**config.mk**
```make
export PLATFORM = sky130hd
export DESIGN_NAME = ddmtd_lock_detect
export DESIGN_NICKNAME = d
export VERILOG_FILES = /design/src/rtl/ddmtd_pkg.sv /design/src/rtl/ddmtd_abs_sat.sv /design/src/rtl/ddmtd_lock_detect.sv
export SDC_FILE = /design/constraint.sdc
export NUM_CORES = 1
export LEC_CHECK = 0
export ABC_AREA = 1
export CAP_MARGIN = 20
export CORE_MARGIN = 2
export CORE_UTILIZATION = 45
export CTS_CLUSTER_DIAMETER = 80
export DETAILED_ROUTE_END_ITERATION = 8
export GPL_TIMING_DRIVEN = 0
export PLACE_DENSITY_LB_ADDON = 0.2
export SLEW_MARGIN = 25
export SYNTH_ARGS = -nofsm -noshare
export SYNTH_HDL_FRONTEND = slang
export SYNTH_SLANG_ARGS = --single-unit
```
**constraint.sdc**
```tcl
create_clock -name clk -period 2.1 [get_ports clk]
set_input_delay 0.315 -clock clk [delete_from_list [all_inputs] [get_ports clk]]
set_output_delay 0.315 -clock clk [all_outputs]
set_load 0.01 [all_outputs]
```
**src/rtl/ddmtd_pkg.sv**
```systemverilog
// Shared DDMTD definitions: lock-state encodings and default phase-error width.
package ddmtd_pkg;

    localparam int unsigned DEF_ERR_W = 16;

    typedef enum logic [1:0] {
        ST_UNLOCKED = 2'd0,
        ST_ACQUIRE  = 2'd1,
        ST_LOCKED   = 2'd2,
        ST_HOLDOVER = 2'd3
    } lock_state_e;

endpackage

```
**src/rtl/ddmtd_abs_sat.sv**
```systemverilog
// Saturating magnitude of a signed W-bit value: the most negative input maps to 2^(W-1)-1.
module ddmtd_abs_sat #(
    parameter int unsigned W = 16
) (
    input  logic [W-1:0] a,
    output logic [W-2:0] mag
);

    always_comb begin
        if (!a[W-1]) begin
            mag = a[W-2:0];
        end else if (a[W-2:0] == '0) begin
            mag = '1;
        end else begin
            // Low bits of the two's-complement negation.
            mag = ~a[W-2:0] + 1'b1;
        end
    end

endmodule

```
**src/rtl/ddmtd_lock_detect.sv**
```systemverilog
// Lock judgement (hysteresis FSM), beat-sample loss timeout and windowed phase-error
// statistics for the DDMTD phase_valid/phase_err stream.
module ddmtd_lock_detect
    import ddmtd_pkg::*;
#(
    parameter int unsigned ERR_W      = DEF_ERR_W,
    parameter int unsigned LOCK_THR   = 64,
    parameter int unsigned LOCK_CNT   = 16,
    parameter int unsigned UNLOCK_CNT = 4,
    parameter int unsigned TIMEOUT    = 65535,
    parameter int unsigned WIN_LOG2   = 4
) (
    input  logic                    clk,
    input  logic                    rst_n,
    input  logic                    ena,
    input  logic                    phase_valid,
    input  logic signed [ERR_W-1:0] phase_err,
    output logic [1:0]              lock_state,
    output logic                    locked,
    output logic                    lost_pulse,
    output logic                    timeout,
    output logic                    stats_valid,
    output logic signed [ERR_W-1:0] err_avg,
    output logic [ERR_W-2:0]        err_peak
);

    localparam int unsigned GC_W  = $clog2(LOCK_CNT) + 1;
    localparam int unsigned BC_W  = $clog2(UNLOCK_CNT) + 1;
    localparam int unsigned SC_W  = $clog2(TIMEOUT) + 1;
    localparam int unsigned WC_W  = WIN_LOG2 + 1;
    localparam int unsigned SUM_W = ERR_W + WIN_LOG2;
    localparam int unsigned MAG_W = ERR_W - 1;

    localparam logic [GC_W-1:0] GC_LIM  = GC_W'(LOCK_CNT);
    localparam logic [BC_W-1:0] BC_LIM  = BC_W'(UNLOCK_CNT);
    localparam logic [SC_W-1:0] SC_LIM  = SC_W'(TIMEOUT);
    localparam logic [SC_W-1:0] SC_PRE  = SC_W'(TIMEOUT - 1);
    localparam logic [WC_W-1:0] WC_LAST = WC_W'(2 ** WIN_LOG2 - 1);

    lock_state_e      state_q;
    logic [GC_W-1:0]  gc_q;
    logic [BC_W-1:0]  bc_q;
    logic             lost_q;
    logic [SC_W-1:0]  sc_q, sc_d;
    logic             timeout_q;
    logic [MAG_W-1:0] mag;
    logic             good;
    logic             sample;
    logic             tmo_evt;

    ddmtd_abs_sat #(
        .W (ERR_W)
    ) u_abs_sat (
        .a   (phase_err),
        .mag (mag)
    );

    assign good    = 32'(mag) <= LOCK_THR;
    assign sample  = ena & phase_valid;
    // A sample arriving on the expiry cycle suppresses the timeout event.
    assign tmo_evt = ena & ~phase_valid & (sc_q == SC_PRE);

    always_comb begin
        sc_d = sc_q;
        if (phase_valid) begin
            sc_d = '0;
        end else if (sc_q != SC_LIM) begin
            sc_d = sc_q + 1'b1;
        end
    end

    always_ff @(posedge clk or negedge rst_n) begin
        if (!rst_n) begin
            sc_q      <= '0;
            timeout_q <= 1'b0;
        end else if (ena) begin
            sc_q      <= sc_d;
            timeout_q <= (sc_d == SC_LIM);
        end
    end

    always_ff @(posedge clk or negedge rst_n) begin
        if (!rst_n) begin
            state_q <= ST_UNLOCKED;
            gc_q    <= '0;
            bc_q    <= '0;
            lost_q  <= 1'b0;
        end else begin
            lost_q <= 1'b0;
            if (sample) begin
                unique case (state_q)
                    ST_UNLOCKED: begin
                        if (!good) begin
                            gc_q <= '0;
                        end else if (LOCK_CNT == 1) begin
                            state_q <= ST_LOCKED;
                            gc_q    <= '0;
                            bc_q    <= '0;
                        end else begin
                            state_q <= ST_ACQUIRE;
                            gc_q    <= GC_W'(1);
                        end
                    end
                    ST_ACQUIRE: begin
                        if (!good) begin
                            state_q <= ST_UNLOCKED;
                            gc_q    <= '0;
                        end else if (gc_q + 1'b1 == GC_LIM) begin
                            state_q <= ST_LOCKED;
                            gc_q    <= '0;
                            bc_q    <= '0;
                        end else begin
                            gc_q <= gc_q + 1'b1;
                        end
                    end
                    ST_LOCKED: begin
                        if (good) begin
                            bc_q <= '0;
                        end else if (bc_q + 1'b1 == BC_LIM) begin
                            state_q <= ST_UNLOCKED;
                            bc_q    <= '0;
                            gc_q    <= '0;
                            lost_q  <= 1'b1;
                        end else begin
                            bc_q <= bc_q + 1'b1;
                        end
                    end
                    ST_HOLDOVER: begin
                        bc_q <= '0;
                        if (good) begin
                            state_q <= ST_LOCKED;
                        end else begin
                            state_q <= ST_UNLOCKED;
                            gc_q    <= '0;
                            lost_q  <= 1'b1;
                        end
                    end
                endcase
            end else if (tmo_evt) begin
                if (state_q == ST_ACQUIRE) begin
                    state_q <= ST_UNLOCKED;
                    gc_q    <= '0;
                end else if (state_q == ST_LOCKED) begin
                    state_q <= ST_HOLDOVER;
                end
            end
        end
    end

    logic [SUM_W-1:0] sum_q, sum_nx;
    logic [MAG_W-1:0] peak_q, peak_nx;
    logic [WC_W-1:0]  wc_q;
    logic             stats_valid_q;
    logic [ERR_W-1:0] avg_q;
    logic [MAG_W-1:0] peak_out_q;

    always_comb begin
        sum_nx  = sum_q + {{WIN_LOG2{phase_err[ERR_W-1]}}, phase_err};
        peak_nx = (mag > peak_q) ? mag : peak_q;
    end

    always_ff @(posedge clk or negedge rst_n) begin
        if (!rst_n) begin
            sum_q         <= '0;
            peak_q        <= '0;
            wc_q          <= '0;
            stats_valid_q <= 1'b0;
            avg_q         <= '0;
            peak_out_q    <= '0;
        end else begin
            stats_valid_q <= 1'b0;
            if (sample) begin
                if (wc_q == WC_LAST) begin
                    // Dropping the low WIN_LOG2 bits is a flooring arithmetic shift.
                    avg_q         <= sum_nx[SUM_W-1:WIN_LOG2];
                    peak_out_q    <= peak_nx;
                    stats_valid_q <= 1'b1;
                    sum_q         <= '0;
                    peak_q        <= '0;
                    wc_q          <= '0;
                end else begin
                    sum_q  <= sum_nx;
                    peak_q <= peak_nx;
                    wc_q   <= wc_q + 1'b1;
                end
            end
        end
    end

    assign lock_state  = state_q;
    // LOCKED and HOLDOVER are the only encodings with bit 1 set.
    assign locked      = state_q[1];
    assign lost_pulse  = lost_q;
    assign timeout     = timeout_q;
    assign stats_valid = stats_valid_q;
    assign err_avg     = avg_q;
    assign err_peak    = peak_out_q;

endmodule

```
* Word-level counts from Yosys, hierarchy flattened
Index checks and enable logic that the tools add are counted.
** Word-level totals
- Bits of input ports :: 20
- Register bits after elaboration :: 101
- Word-level logic and storage cells :: 92
- Output and inout bits :: 37
** Operators by class
- Reduce and logical (&&, ||, !) cells :: 10
- Bitwise operators :: 5
- Add/subtract/negate cells :: 6
- Eq/ne operators :: 16
- Mux-type cells :: 41
- Magnitude comparators :: 2
** Operators with widths (count)
- $mux W15 :: 4
- $mux W5 :: 9
- $eq A17 B16 Y1 const B :: 2
- $mux W17 :: 2
- $add A20 B20 Y20 :: 1
- $mux W2 :: 10
- $mux W20 :: 1
- $pmux W5 S4 :: 1
- $add A17 B1 Y17 const B :: 1
- $ne A17 B16 Y1 const B :: 1
- $add A15 B1 Y15 const B :: 1
- $gt A15 B15 Y1 :: 1
- $le A15 B7 Y1 const B :: 1
- $logic_not A15 Y1 :: 1
- $not A15 Y15 :: 1
- $mux W3 :: 4
- $ne A3 B3 Y1 const B :: 4
- $add A5 B1 Y5 const B :: 2
- $pmux W3 S3 :: 1
- $pmux W2 S4 :: 1
- $mux W1 :: 7
- $reduce_and A6 Y1 :: 1
- $reduce_bool A3 Y1 :: 2
- $eq A5 B4 Y1 const B :: 1
- other kinds (15) :: 20

* Depth between registers and ports, before layout
Gate-level depths: netlist of run 1.
- Depth in word-level cells :: 8
- Mapped depth :: 23
- Mapped depth without buffers :: 21

* Hierarchy
From an unflattened synthesis of run 1, not the netlist that was laid out.
** Second synthesis, totals
- Cell total of the unflattened synthesis :: 970
- Area total of the unflattened synthesis :: 6927.9 sq um
** By module, submodules not included
- ddmtd_lock_detect :: sequential area each 2527.4 sq um, area an instance 6342.3 sq um, cells an instance 868, instances 1
- ddmtd_abs_sat :: sequential area each 0.0 sq um, area an instance 585.6 sq um, cells an instance 102, instances 1

* Worst setup path after synthesis of run 1
OpenSTA, ideal clock, no wires.
- Path type :: input port to flip-flop
- From :: input port phase_err[0]
- To :: register peak_out_q[5] (netlist: err_peak[5])
- Stages on the path :: 22
- Buffers on the path :: 2
- Setup time :: 118 ps
- Data arrival time :: 2612 ps
- Setup slack :: -630 ps
- Required time :: 1982 ps
- Cell sequence :: inv_1 ha_1 nand2_2 nor2_4 nand4_2 buf_4 inv_1 nor2_1 inv_1 ha_1 nand2_1 o21ai_0 nand2_1 nand2_1 nand2_1 a21boi_0 nand4_1 nand3_4 buf_4 nand3_1 nand3_1 nand2_1
** Between the ends
- Word-level cells in the longest chain between the ends :: 6
- Elaborated cells between the ends (all ways) :: 7
- Those cells by class :: add/sub: 1; order compare: 1; mux: 3; bitwise: 1; reduce/logical: 1
** RTL lines
- start, declared :: RTL line ddmtd_lock_detect.sv:17 : input logic signed [ERR_W-1:0] phase_err,
- $not A15 Y15 :: RTL line ddmtd_abs_sat.sv:16 : mag = ~a[W-2:0] + 1'b1;
- $add A15 B1 Y15 :: RTL line ddmtd_abs_sat.sv:16
- $mux W15 :: RTL line ddmtd_abs_sat.sv:12 : end else if (a[W-2:0] == '0) begin
- $mux W15 (*) :: RTL line ddmtd_abs_sat.sv:10 : if (!a[W-1]) begin
- $gt A15 B15 Y1 :: RTL line ddmtd_lock_detect.sv:159 : peak_nx = (mag > peak_q) ? mag : peak_q;
- $mux W15 (*) :: RTL line ddmtd_lock_detect.sv:159
- end signal, assigned :: RTL line ddmtd_lock_detect.sv:176 : peak_out_q <= peak_nx;
- end, declared :: RTL line ddmtd_lock_detect.sv:155 : logic [MAG_W-1:0] peak_out_q;
Mark *: on every way between the ends. The rest lies on a longest branch, timed or not.
A chain may end at the register's enable or synchronous reset.

* Worst setup path after layout of run 1
- From :: input port phase_err[13]
- To :: register peak_out_q[9] (netlist: err_peak[9])
The elaborated chain is that of the path after synthesis.

==> metrics.md, run 1 <==
| Metric | Value |
|---|---|
| Status | complete, but fails checks |
| Failing checks | negative setup slack |
| Slowest cell on crit path | sky130_fd_sc_hd__clkdlybuf4s15_2 |
| Number of maximum-capacitance constraint violations | 0 |
| Actual slew at the worst max-slew pin | 607 ps |
| Fillcell total | 1392 |
| Startpoint type of the worst setup path | input pin |
| Proportion of netlist area held by the largest area contributor | 0.370 |
| Worst path arrival time | 2670 ps |
| Required @ worst endpoint | 2350 ps |
| Starting utilization of the core area | 0.455 |
| Final instance area | 8900 µm² |
| Ys flop type | sky130_fd_sc_hd__dfrtp_1 |
| Hold path startpoint | phase_err[0] |
| List of cells traversed by the critical path | clkdlybuf4s15_2 > nor3_4 > nand4_4 > buf_6 > inv_6 > nor2_4 > inv_2 > ha_4 > a21oi_2 > o21ai_1 > nand2_1 > nand2_1 > nand2_1 > a21boi_1 > nand4_1 > nand3_4 > nand2_4 > buf_8 > nand2_4 > nand3_1 > nand2_1 |
| Violation count after the first detailed-route iteration | ~370 |
| Worst r2r src | sum_q[2]$_DFFE_PN0P_ |
| IO buf count | 56 |
| HP Class | in2reg |
| Largest net degree at the start of global routing | 62 |
| Final Hold Violating Endpoints | 0 |
| Number of instances in the synthesized netlist | 970 |
| Worst slack at placement | -1510 ps |
| Final Max Tran Viols | 0 |
| Wire length per cell | 14.8 µm |
| Synth Cell Area | between 6000 and 7000 µm² |
| Shortest clock period the worst path allows after layout | around 2400 ps |
| Number of sinks handled by clock tree synthesis | 101 |
| Syn-to-layout area delta | 30.1% |
| Net total in the final layout | 1128 |
| Sequential-to-total area share from yosys stat | 0.370 |
| DIE AREA | 16200 µm² |
| Number of antenna cells inserted | 0 |
| Synth Net Count | 1031 |
| Count of final setup violators | 32 |
| Number of warnings reported in the yosys synthesis log | 0 |
| Root Driver | sky130_fd_sc_hd__clkbuf_16 |
| Number of I/O pins | 57 |
| Clock insertion delay at the later pin of the skew report | between 300 and 400 ps |
| Overflow left after global routing | 0 |
| Leakage Power | between 4 and 5 nW |
| Most Frequent Cell on Critical Path | sky130_fd_sc_hd__nand2_1 |
| Fraction of layout cells with a size suffix above 1 | 0.210 |
| Detailed-route wire length | 18600 µm |
| Worst Hold Endpoint | sum_q[0]$_DFFE_PN0P_ |
| Residual antenna-violating net count after detailed routing | 0 |
| Mean number of vias per cell | 5.30 |
| Leading area contributor after synthesis | sky130_fd_sc_hd__dfrtp_1 |
| Filler-free cell count of the finished design | between 1000 and 1500 |
| Post-synth cell types | 43 |
| Worst R2R End | sum_q[15]$_DFFE_PN0P_ |
| Detailed Place HPWL | 13500 µm |
| DRC viols | 0 |
| Cell count of the worst reg-to-reg path | 13 |
| Post-synth EDFFs | 0 |
| RSZ-0062 raised after global routing | yes |
| Height of the die | 127 µm |
| CTS tree | done |
| Clock buffer count from CTS | 9 |
| Power density of the placed cells | 1120 nW/µm² |
| Number of standard-cell rows in the floorplan | 45 |
| Depth of the CTS H-tree | 3 |
| Number of global-route vias before repair | 6463 |
| Flop2flop setup slack | -30 ps |
| Synth area leaders | sky130_fd_sc_hd__dfrtp_1, sky130_fd_sc_hd__nand2_1, sky130_fd_sc_hd__nand3_1 |
| Syn_area_per_cell | just over 7 µm² |
| Routability congestion estimate from global placement | 0.916 |
| Top achievable clock speed | 412 MHz |
| Synthesized flop and latch total | 101 |
| Classification of the worst setup path | in2reg |
| Delay of the slowest critical-path stage | 270 ps |
| Synth async-reset ratio | 1.00 |
| Via count | 6683 |
| Hold Crit Depth | 3 |
| Overall routing resource usage | 0.241 |
| Detailed Routing Iterations Pass 1 | 7 |
| Antenna violations before repair | 0 |
| Portion of the clock cycle consumed by the worst path in the final layout | 1.16 |
| Clock Skews | approximately 9.8 ps |
| Highest ir drop seen on vdd | 0.654 mV |
| Core footprint | 15000 µm² |
| Wire length of the first global-routing pass | 31500 µm |
| Max-slew headroom | 0.595 |
| Type of destination of the critical path | register |
| Maximum clock insertion buffer count | 2 |
| Number of placed cells counting well taps | ~1200 |
| PnR worst setup slack | -329 ps |
| Clock-pin slew on the worst setup and hold paths | 70 ps |
| Die outline width | ~130 µm |
| Top fanout value on the critical path | 5 |
| Post-place instance area | 7780 µm² |
## stage by stage
step / hold WS, ps / setup TNS (ps) / total power, mW / util
2_1_floorplan: 19.4 / -9300 / 6.00 / -
3_3_place_gp: 454 / -390890 / 7.36 / 0.515
3_5_place_dp: 262 / -66730 / 7.43 / 0.517
4_1_cts: 332 / -7640 / 9.74 / 0.573
5_1_grt: 356 / -15270 / 10.8 / 0.592
6_report: 337 / -9370 / 9.98 / 0.592
## metal layers
layer	wire (µm)	vias up	GRT usage
met3	671	35	0.0369
met2	8590	139	0.383
met1	8890	3135	0.337
li1	-	3374	-
met5	0	-	0
met4	467	0	0.0847
## cell type report
type | count | area, µm² | area share
well taps | 188 | 235 | 0.0264
multi-input cells | 731 | 4430 | 0.498
plain buffers | 26 | 168 | 0.0188
clock buffers | 10 | 239 | 0.0269
flip-flops and latches | 101 | 2530 | 0.284
repair buffers | 86 | 811 | 0.0911
inverters | 112 | 449 | 0.0505
clock inverters | 6 | 37.5 | 0.00422
## logic make-up (layout without fill, tap and decap cells)
logic type / Yosys count / in the layout / share of synthesized area
flops: 101 / 101 / 0.370
fa+ha+maj: 41 / 41 / 0.0761
simple gates: 543 / 543 / 0.346
xor+xnor: 22 / 22 / 0.0282
compound gates: 125 / 125 / 0.101
buf+inv: 138 / 240 / 0.0794
## layout by cell type, fill, tap and decap left out, drive strengths merged
| cell type | n |
|---|---|
| a21boi | 1 |
| a21o | 4 |
| a21oi | 35 |
| a22o | 2 |
| a31oi | 3 |
| a32o | 3 |
| and2 | 1 |
| and3 | 2 |
| buf | 53 |
| clkbuf | 27 |
| clkdlybuf4s15 | 2 |
| clkdlybuf4s50 | 38 |
| clkinv | 5 |
| dfrtp | 101 |
| dlygate4sd2 | 1 |
| dlygate4sd3 | 1 |
| fa | 1 |
| ha | 40 |
| inv | 113 |
| nand2 | 305 |
| nand3 | 121 |
| nand3b | 2 |
| nand4 | 19 |
| nor2 | 71 |
| nor3 | 12 |
| nor4 | 3 |
| o211ai | 2 |
| o21a | 1 |
| o21ai | 67 |
| o21bai | 1 |
| o22ai | 3 |
| o31ai | 3 |
| or2 | 7 |
| xnor2 | 7 |
| xor2 | 15 |
## flip-flops by register name (all words and copies together), names as in the netlist
| register | count |
|---|---|
| sum_q | 20 |
| sc_q | 17 |
| err_avg | 16 |
| err_peak | 15 |
| peak_q | 15 |
| gc_q | 5 |
| wc_q | 5 |
| bc_q | 3 |
| lock_state | 2 |
| lost_pulse | 1 |
| stats_valid | 1 |
| timeout | 1 |
## worst max path at each step
stage                        from                  endpoint  slack [ps]  cells after the start
floorplan            phase_err[1]   err_peak[4]$_DFFE_PN0P_        -350                     23
detailed placement   phase_err[1]  err_peak[12]$_DFFE_PN0P_       -1510                     24
global placement            rst_n       sc_q[2]$_DFFE_PN0P_       -3220                      1
finish              phase_err[13]   err_peak[9]$_DFFE_PN0P_        -330                     21
CTS                  phase_err[1]  err_peak[12]$_DFFE_PN0P_        -260                     23
global route         phase_err[0]  err_peak[11]$_DFFE_PN0P_        -480                     23
## Yosys cell counts (2+ instances only)
cell type,instances
sky130_fd_sc_hd__buf_1,2
sky130_fd_sc_hd__nand2_1,297
sky130_fd_sc_hd__a31oi_1,3
sky130_fd_sc_hd__nand3_2,4
sky130_fd_sc_hd__inv_2,3
sky130_fd_sc_hd__buf_2,5
sky130_fd_sc_hd__xnor2_1,7
sky130_fd_sc_hd__or2_2,7
sky130_fd_sc_hd__dfrtp_1,101
sky130_fd_sc_hd__xor2_1,15
sky130_fd_sc_hd__o211ai_1,2
sky130_fd_sc_hd__nor2_1,69
sky130_fd_sc_hd__nor3_1,12
sky130_fd_sc_hd__nor4_1,3
sky130_fd_sc_hd__nand3_1,116
sky130_fd_sc_hd__ha_1,40
sky130_fd_sc_hd__nand3b_1,2
sky130_fd_sc_hd__nand4_1,18
sky130_fd_sc_hd__a21oi_1,35
sky130_fd_sc_hd__inv_1,109
sky130_fd_sc_hd__a32o_1,3
sky130_fd_sc_hd__nand2_2,7
sky130_fd_sc_hd__o21ai_1,6
sky130_fd_sc_hd__buf_4,3
sky130_fd_sc_hd__o21ai_0,60
sky130_fd_sc_hd__a22o_1,2
sky130_fd_sc_hd__o31ai_1,3
sky130_fd_sc_hd__a21o_1,4
sky130_fd_sc_hd__and3_1,2
sky130_fd_sc_hd__clkbuf_1,15
sky130_fd_sc_hd__o22ai_1,3
## critical path: cells and delay by family
family | cells | cell delay (ps)
simple gates | 12 | 1170
fa+ha+maj | 1 | 210
buf+inv | 5 | 720
compound gates | 3 | 250
## power by group
part | switching, mW | leakage [nW] | total (mW) | internal (mW)
Clock | 0.762 | 0.142 | 1.60 | 0.835
Combinational | 3.01 | 2.87 | 5.34 | 2.33
Sequential | 0.432 | 1.30 | 3.05 | 2.61
## repair_timing
action                                  CTS  global route
resized for setup                       179            69
gates cloned                              3             0
endpoints found under the setup margin   65            62
hold buffers                              1             0
pin swaps                                40            19
setup buffers                            20             5
endpoints found under the hold margin    40             0
Power figures use the tool's default switching activity.
==> inputs of run 2 (changes only) <==
--- a/config.mk
+++ b/config.mk
@@ -7,13 +7,13 @@
 export LEC_CHECK = 0
 export ABC_AREA = 1
 export CAP_MARGIN = 20
+export CORE_ASPECT_RATIO = 1.4
 export CORE_MARGIN = 2
 export CORE_UTILIZATION = 45
 export CTS_CLUSTER_DIAMETER = 80
 export DETAILED_ROUTE_END_ITERATION = 8
 export GPL_TIMING_DRIVEN = 0
 export PLACE_DENSITY_LB_ADDON = 0.2
-export SLEW_MARGIN = 25
 export SYNTH_ARGS = -nofsm -noshare
 export SYNTH_HDL_FRONTEND = slang
 export SYNTH_SLANG_ARGS = --single-unit
==> run 2 against run 1 <==
Against the previous run: the run still ends with negative setup slack left; clock skew is essentially flat; largest power group unchanged; global-route usage rose by 0.67 points; final area rose by 3.9%; setup slack lost 33 ps; critical endpoint is now err_peak[8]$_DFFE_PN0P_; final cell count grew 1.3%; non-clock buffer count grew 13; fmax shrank 1.4%.
==> metrics.md, run 2 (synthesis gave the netlist of run 1 again) <==
| Metric | Value |
|---|---|
| Number of standard-cell rows in the floorplan | 53 |
| Clock Skews | roughly 9.5 ps |
| Top achievable clock speed | 406 MHz |
| Count of final setup violators | 32 |
| Overall routing resource usage | 0.248 |
| Flip-flop count of the largest register after layout | 20 |
| Portion of the clock cycle consumed by the worst path in the final layout | 1.17 |
| Delay of the slowest critical-path stage | 270 ps |
| Residual antenna-violating net count after detailed routing | 0 |
| Largest net degree at the start of global routing | 58 |
| Required @ worst endpoint | approximately 2400 ps |
| Number of global-route vias before repair | 6630 |
| Via count | approximately 6900 |
| Final instance area | 9240 µm² |
| Root Driver | sky130_fd_sc_hd__clkbuf_16 |
| Starting utilization of the core area | 0.458 |
| Detailed Place HPWL | 13900 µm |
| Final Max Tran Viols | 0 |
| Highest ir drop seen on vdd | 0.633 mV |
| Detailed Routing Iterations Pass 1 | 5 |
| Detailed-route wire length | 19800 µm |
| Slowest cell on crit path | sky130_fd_sc_hd__ha_4 |
| Height of the die | 150 µm |
| List of cells traversed by the critical path | buf_12 > inv_16 > ha_4 > nand2_4 > nor2_4 > nand4_4 > buf_8 > inv_8 > nor2_4 > inv_2 > ha_4 > nand2_4 > o21ai_2 > nand2_1 > nand2_1 > nand2_1 > a21boi_1 > nand4_1 > nand3_4 > nand2_4 > buf_8 > nand2_4 > nand3_2 > nand2_1 |
| DIE AREA | 16200 µm² |
| Failing checks | negative setup slack |
| Fillcell total | 1311 |
| Worst R2R End | err_avg[11]$_DFFE_PN0P_ |
| Number of I/O pins | 57 |
| Number of antenna cells inserted | 0 |
| Total Neg Setup Slack | -9930 ps |
| Worst path arrival time | 2770 ps |
| Core footprint | 14900 µm² |
| Top layer used by detailed routing | met4 |
| Worst-case hold slack | 345 ps |
| Shortest clock period the worst path allows after layout | 2460 ps |
| Wire length per cell | between 15 and 20 µm |
| Leakage Power | 4.45 nW |
| Maximum clock insertion buffer count | 2 |
| Clock buffer count from CTS | 9 |
| Clock insertion delay at the later pin of the skew report | 370 ps |
| DRC viols | 0 |
| Type of destination of the critical path | register |
| Post-place instance area | just under 8000 µm² |
| Leading cell type in the layout, fill and taps excluded | sky130_fd_sc_hd__nand2_1 |
| RSZ-0062 raised after global routing | yes |
| Number of sinks handled by clock tree synthesis | 101 |
| Antenna violations before repair | 0 |
| CTS tree | done |
| Worst r2r src | sum_q[2]$_DFFE_PN0P_ |
| Overflow left after global routing | 0 |
| Worst Hold Endpoint | sc_q[14]$_DFFE_PN0P_ |
| Metal-1 WL | 8340 µm |
| Syn-to-layout area delta | 35.1% |
| Top library cells by usage in the layout, fill and taps aside | sky130_fd_sc_hd__nand2_1, sky130_fd_sc_hd__inv_1, sky130_fd_sc_hd__dfrtp_1, sky130_fd_sc_hd__nand3_1, sky130_fd_sc_hd__o21ai_0 |
| Status | complete, but fails checks |
| Clock-pin slew on the worst setup and hold paths | 80 ps |
| Number of maximum-capacitance constraint violations | 0 |
| Routability congestion estimate from global placement | 0.934 |
| Final Hold Violating Endpoints | 0 |
| Top fanout value on the critical path | 6 |
| IO buf count | 56 |
| Classification of the worst setup path | in2reg |
| Die outline width | 108 µm |
| Depth of the CTS H-tree | 3 |
| Flop2flop setup slack | -140 ps |
| Mean number of vias per cell | 5.41 |
| HP Class | in2reg |
| Fraction of layout cells with a size suffix above 1 | 0.249 |
| Cell count of the worst reg-to-reg path | 13 |
| Net total in the final layout | roughly 1100 |
| FF+latch area | 2530 µm² |
| Violation count after the first detailed-route iteration | around 280 |
| Wire length of the first global-routing pass | about 32000 µm |
| Multi-input logic area | 4610 µm² |
| Actual slew at the worst max-slew pin | ~670 ps |
| Startpoint type of the worst setup path | input pin |
| Hold path startpoint | ena |
| PnR worst setup slack | -362 ps |
| Sum of met3 wire segment lengths after detailed routing | 575 µm |
| Max-slew headroom | 0.556 |
| Sum of met2 wire segment lengths after detailed routing | around 10000 µm |
| Top reg by flops | sum_q |
| Hold Crit Depth | 2 |
| Power density of the placed cells | 1140 nW/µm² |
==> run 2: cell count changes in the layout (fill, tap and decap cells not counted), moves of 3 or more <==
cell / before / now
sky130_fd_sc_hd__buf_4: 30 / 39
sky130_fd_sc_hd__buf_6: 5 / 15
sky130_fd_sc_hd__ha_1: 29 / 24
sky130_fd_sc_hd__ha_4: 10 / 13
sky130_fd_sc_hd__nand3_2: 36 / 47
sky130_fd_sc_hd__nand2_1: 269 / 263
sky130_fd_sc_hd__clkinv_2: 4 / 0
sky130_fd_sc_hd__nand2_2: 22 / 27
sky130_fd_sc_hd__nand3_1: 83 / 70
==> run 2: report_power, final <==
part           switching, mW  internal [mW]  total, mW
Combinational           3.23           2.49       5.72
Clock                  0.856          0.873       1.73
Sequential             0.434           2.61       3.05
Total                   4.52           5.97       10.5
==> run 2: timing repair <==
| item | 4_1_cts | 5_1_grt |
|---|---|---|
| gates resized for setup | 187 | 112 |
| hold buffers | 1 | 0 |
| endpoints found under the setup margin | 69 | 60 |
| gates cloned | 2 | 0 |
| hold endpoints to repair | 36 | 0 |
| setup buffers | 19 | 20 |
| pin swaps | 28 | 44 |
==> run 2: worst max path at each step <==
stage | end | startpoint | slack (ps)
final | err_peak[8]$_DFFE_PN0P_ | phase_err[1] | -360
after global routing | err_peak[8]$_DFFE_PN0P_ | phase_err[1] | -520
after CTS | err_peak[12]$_DFFE_PN0P_ | phase_err[1] | -280
after detailed placement | err_peak[12]$_DFFE_PN0P_ | phase_err[1] | -1520
after global placement | sc_q[7]$_DFFE_PN0P_ | rst_n | -3220
after floorplan | err_peak[4]$_DFFE_PN0P_ | phase_err[1] | -350
==> run 2: critical path: cells and delay by family <==
family                   cells  cell delay [ps]
AO/OA/AOI/OAI                2              260
adder cells (fa/ha/maj)      2              430
buffers and inverters        6              530
AND/OR/NAND/NOR             14             1230
==> run 2: stage by stage <==
stage,utilization,std cells,power [mW],setup slack [ps]
final,0.619,1277,10.5,-362
after detailed placement,0.521,1219,7.47,-1520
after floorplan,-,970,6.00,-346
after global routing,0.619,1277,11.3,-520
after CTS,0.582,1257,9.93,-280
after global placement,0.520,1218,7.39,-3220
==> run 2: routing by layer <==
layer,up-vias,global-route usage
li1,3398,-
met1,3308,0.299
met2,155,0.437
met3,44,0.0322
met4,0,0.109
met5,-,0
==> run 2: area by class of cell <==
cell class / count / area share
plain buffers: 26 / 0.0191
clock buffers: 10 / 0.0259
clock inverters: 6 / 0.00690
inverters: 112 / 0.0494
multi-input cells: 731 / 0.499
flip-flops and latches: 101 / 0.274
well taps: 192 / 0.0260
repair buffers: 99 / 0.100
==> inputs of run 3 (changes only) <==
--- a/config.mk
+++ b/config.mk
@@ -13,6 +13,7 @@
 export CTS_CLUSTER_DIAMETER = 80
 export DETAILED_ROUTE_END_ITERATION = 8
 export GPL_TIMING_DRIVEN = 0
+export MAX_ROUTING_LAYER = met4
 export PLACE_DENSITY_LB_ADDON = 0.2
 export SYNTH_ARGS = -nofsm -noshare
 export SYNTH_HDL_FRONTEND = slang
==> constraint.sdc (replaced) <==
create_clock -name clk -period 2.9 [get_ports clk]
set_input_delay 0.435 -clock clk [delete_from_list [all_inputs] [get_ports clk]]
set_output_delay 0.435 -clock clk [all_outputs]
set_load 0.01 [all_outputs]
==> run 3 against run 2 <==
Against the previous run: the flow now finishes without violations; final area fell by 12%; via count decreased by 4.8%; clock skew is essentially flat.
==> metrics.md, run 3 (synthesis gave the netlist of run 1 again) <==
| Metric | Value |
|---|---|
| Final Hold Violating Endpoints | 0 |
| Number of standard-cell rows in the floorplan | 53 |
| Shortest clock period the worst path allows after layout | around 2700 ps |
| Clock-pin slew on the worst setup and hold paths | 80 ps |
| Mean number of vias per cell | 5.27 |
| Detailed-route wire length | 18100 µm |
| Required @ worst endpoint | 3150 ps |
| Detailed Place HPWL | about 14000 µm |
| Max-slew headroom | 0.565 |
| Top library cells by usage in the layout, fill and taps aside | sky130_fd_sc_hd__nand2_1, sky130_fd_sc_hd__nand3_1, sky130_fd_sc_hd__inv_1, sky130_fd_sc_hd__dfrtp_1, sky130_fd_sc_hd__nor2_1 |
| Classification of the worst setup path | in2reg |
| Type of destination of the critical path | register |
| Flip-flop count of the largest register after layout | 20 |
| Worst r2r src | sc_q[0]$_DFFE_PN0P_ |
| Number of buffers inserted for hold repair after clock tree synthesis | 0 |
| Largest net degree at the start of global routing | around 60 |
| Starting utilization of the core area | 0.458 |
| DIE AREA | 16200 µm² |
| Top achievable clock speed | around 370 MHz |
| Number of placed cells counting well taps | 1219 |
| Overflow left after global routing | 0 |
| Clock buffer count from CTS | 9 |
| Actual slew at the worst max-slew pin | 653 ps |
| Violation count after the first detailed-route iteration | 326 |
| Count of final setup violators | 0 |
| Number of antenna cells inserted | 0 |
| Fraction of layout cells with a size suffix above 1 | 0.0892 |
| Overall routing resource usage | 0.247 |
| Via count | 6571 |
| Number of global-route vias before repair | 6441 |
| Number of sinks handled by clock tree synthesis | 101 |
| Wire length per cell | between 10 and 15 µm |
| Syn-to-layout area delta | 18.4% |
| Core footprint | 14900 µm² |
| Number of I/O pins | 57 |
| Status | finished clean |
| Final Max Tran Viols | 0 |
| Height of the die | around 150 µm |
| Clock insertion delay at the later pin of the skew report | 360 ps |
| Total Neg Setup Slack | 0 ps |
| Die outline width | between 100 and 150 µm |
| DRC viols | 0 |
| Startpoint type of the worst setup path | input pin |
| Leading cell type in the layout, fill and taps excluded | sky130_fd_sc_hd__nand2_1 |
| Power Total | 6.75 mW |
| Power density of the placed cells | approximately 830 nW/µm² |
| Leakage Power | 4.09 nW |
| Clock Skews | ~9.3 ps |
| Root Driver | sky130_fd_sc_hd__clkbuf_16 |
| Post-place instance area | 7660 µm² |
| Final instance area | 8100 µm² |
| Routability congestion estimate from global placement | 0.936 |
| Top fanout value on the critical path | 6 |
| Antenna violations before repair | 0 |
| Portion of the clock cycle consumed by the worst path in the final layout | 0.944 |
| Net total in the final layout | 1110 |
| Detailed Routing Iterations Pass 1 | 5 |
| Top reg by flops | sum_q |
| Wire length of the first global-routing pass | 30800 µm |
| Depth of the CTS H-tree | 3 |
| Highest ir drop seen on vdd | 0.415 mV |
| Worst path arrival time | 2990 ps |
| Worst-case hold slack | 61.7 ps |
| Residual antenna-violating net count after detailed routing | 0 |
| HP Class | in2async |
| Number of maximum-capacitance constraint violations | 0 |
| Maximum clock insertion buffer count | 2 |
| Filler-free cell count of the finished design | 1246 |
| IO buf count | 56 |
| Launch point of the critical path | phase_err[1] |
| CTS tree | done |
==> run 3: cell type report <==
| class | instances | area [µm²] |
|---|---|---|
| Inverter | 112 | 425 |
| Multi-Input combinational cell | 731 | 3840 |
| Clock inverter | 7 | 97.6 |
| Timing Repair Buffer | 68 | 598 |
| Fill cell | 1467 | 6820 |
| Sequential cell | 101 | 2530 |
| Buffer | 26 | 146 |
| Tap cell | 192 | 240 |
| Clock buffer | 9 | 225 |
==> run 3: layer usage <==
metal	vias up	track usage	routed length, µm
met2	137	0.422	9080
li1	3345	-	-
met3	44	0.0353	621
met5	-	-	0
met4	0	0.102	620
met1	3045	0.291	7740
==> run 3: worst paths after layout <==
check	cells after the start	slack [ps]	end
min reg2reg	2	480	err_peak[4]$_DFFE_PN0P_
min in group clk	2	480	err_peak[4]$_DFFE_PN0P_
max	21	160	err_peak[1]$_DFFE_PN0P_
min	1	60	peak_q[2]$_DFFE_PN0P_
max reg2reg	14	410	timeout$_DFFE_PN0P_
max in group asynchronous	2	2130	sum_q[15]$_DFFE_PN0P_
==> run 3: report_power, final <==
group	switching, mW	internal, mW
clock network	0.621	0.701
logic	1.86	1.38
registers	0.298	1.89
total	2.78	3.97
==> run 3: through the flow <==
| stage | util | setup slack [ps] |
|---|---|---|
| 3_5_place_dp | 0.514 | -1010 |
| 5_1_grt | 0.543 | -3.01 |
| 4_1_cts | 0.540 | 12.4 |
| 6_report | 0.543 | 162 |
| 2_1_floorplan | - | 50.2 |
| 3_3_place_gp | 0.512 | -2550 |
==> run 3: what timing repair did <==
item                                    4_1_cts  5_1_grt
hold endpoints to repair                      0        0
setup buffers                                 5        6
endpoints found under the setup margin       30       30
resized for setup                            34       42
pin swaps                                     4       10
==> run 3: worst max-delay path, stage by stage <==
cell and delay [ps]:
sky130_fd_sc_hd__clkbuf_4 150, sky130_fd_sc_hd__inv_4 60, sky130_fd_sc_hd__ha_4 130, sky130_fd_sc_hd__nand2_2 70
sky130_fd_sc_hd__nor2_4 190, sky130_fd_sc_hd__nand4_4 160, sky130_fd_sc_hd__buf_6 170, sky130_fd_sc_hd__nand3_2 100
sky130_fd_sc_hd__ha_1 270, sky130_fd_sc_hd__a21o_1 200, sky130_fd_sc_hd__nor2_1 130, sky130_fd_sc_hd__nand2_1 70
sky130_fd_sc_hd__nand2_1 50, sky130_fd_sc_hd__a21boi_0 70, sky130_fd_sc_hd__nand4_1 140, sky130_fd_sc_hd__nand3_4 110
sky130_fd_sc_hd__nand2_4 110, sky130_fd_sc_hd__buf_4 150, sky130_fd_sc_hd__nand2_1 70, sky130_fd_sc_hd__nand3_1 80
sky130_fd_sc_hd__nand2_1 60
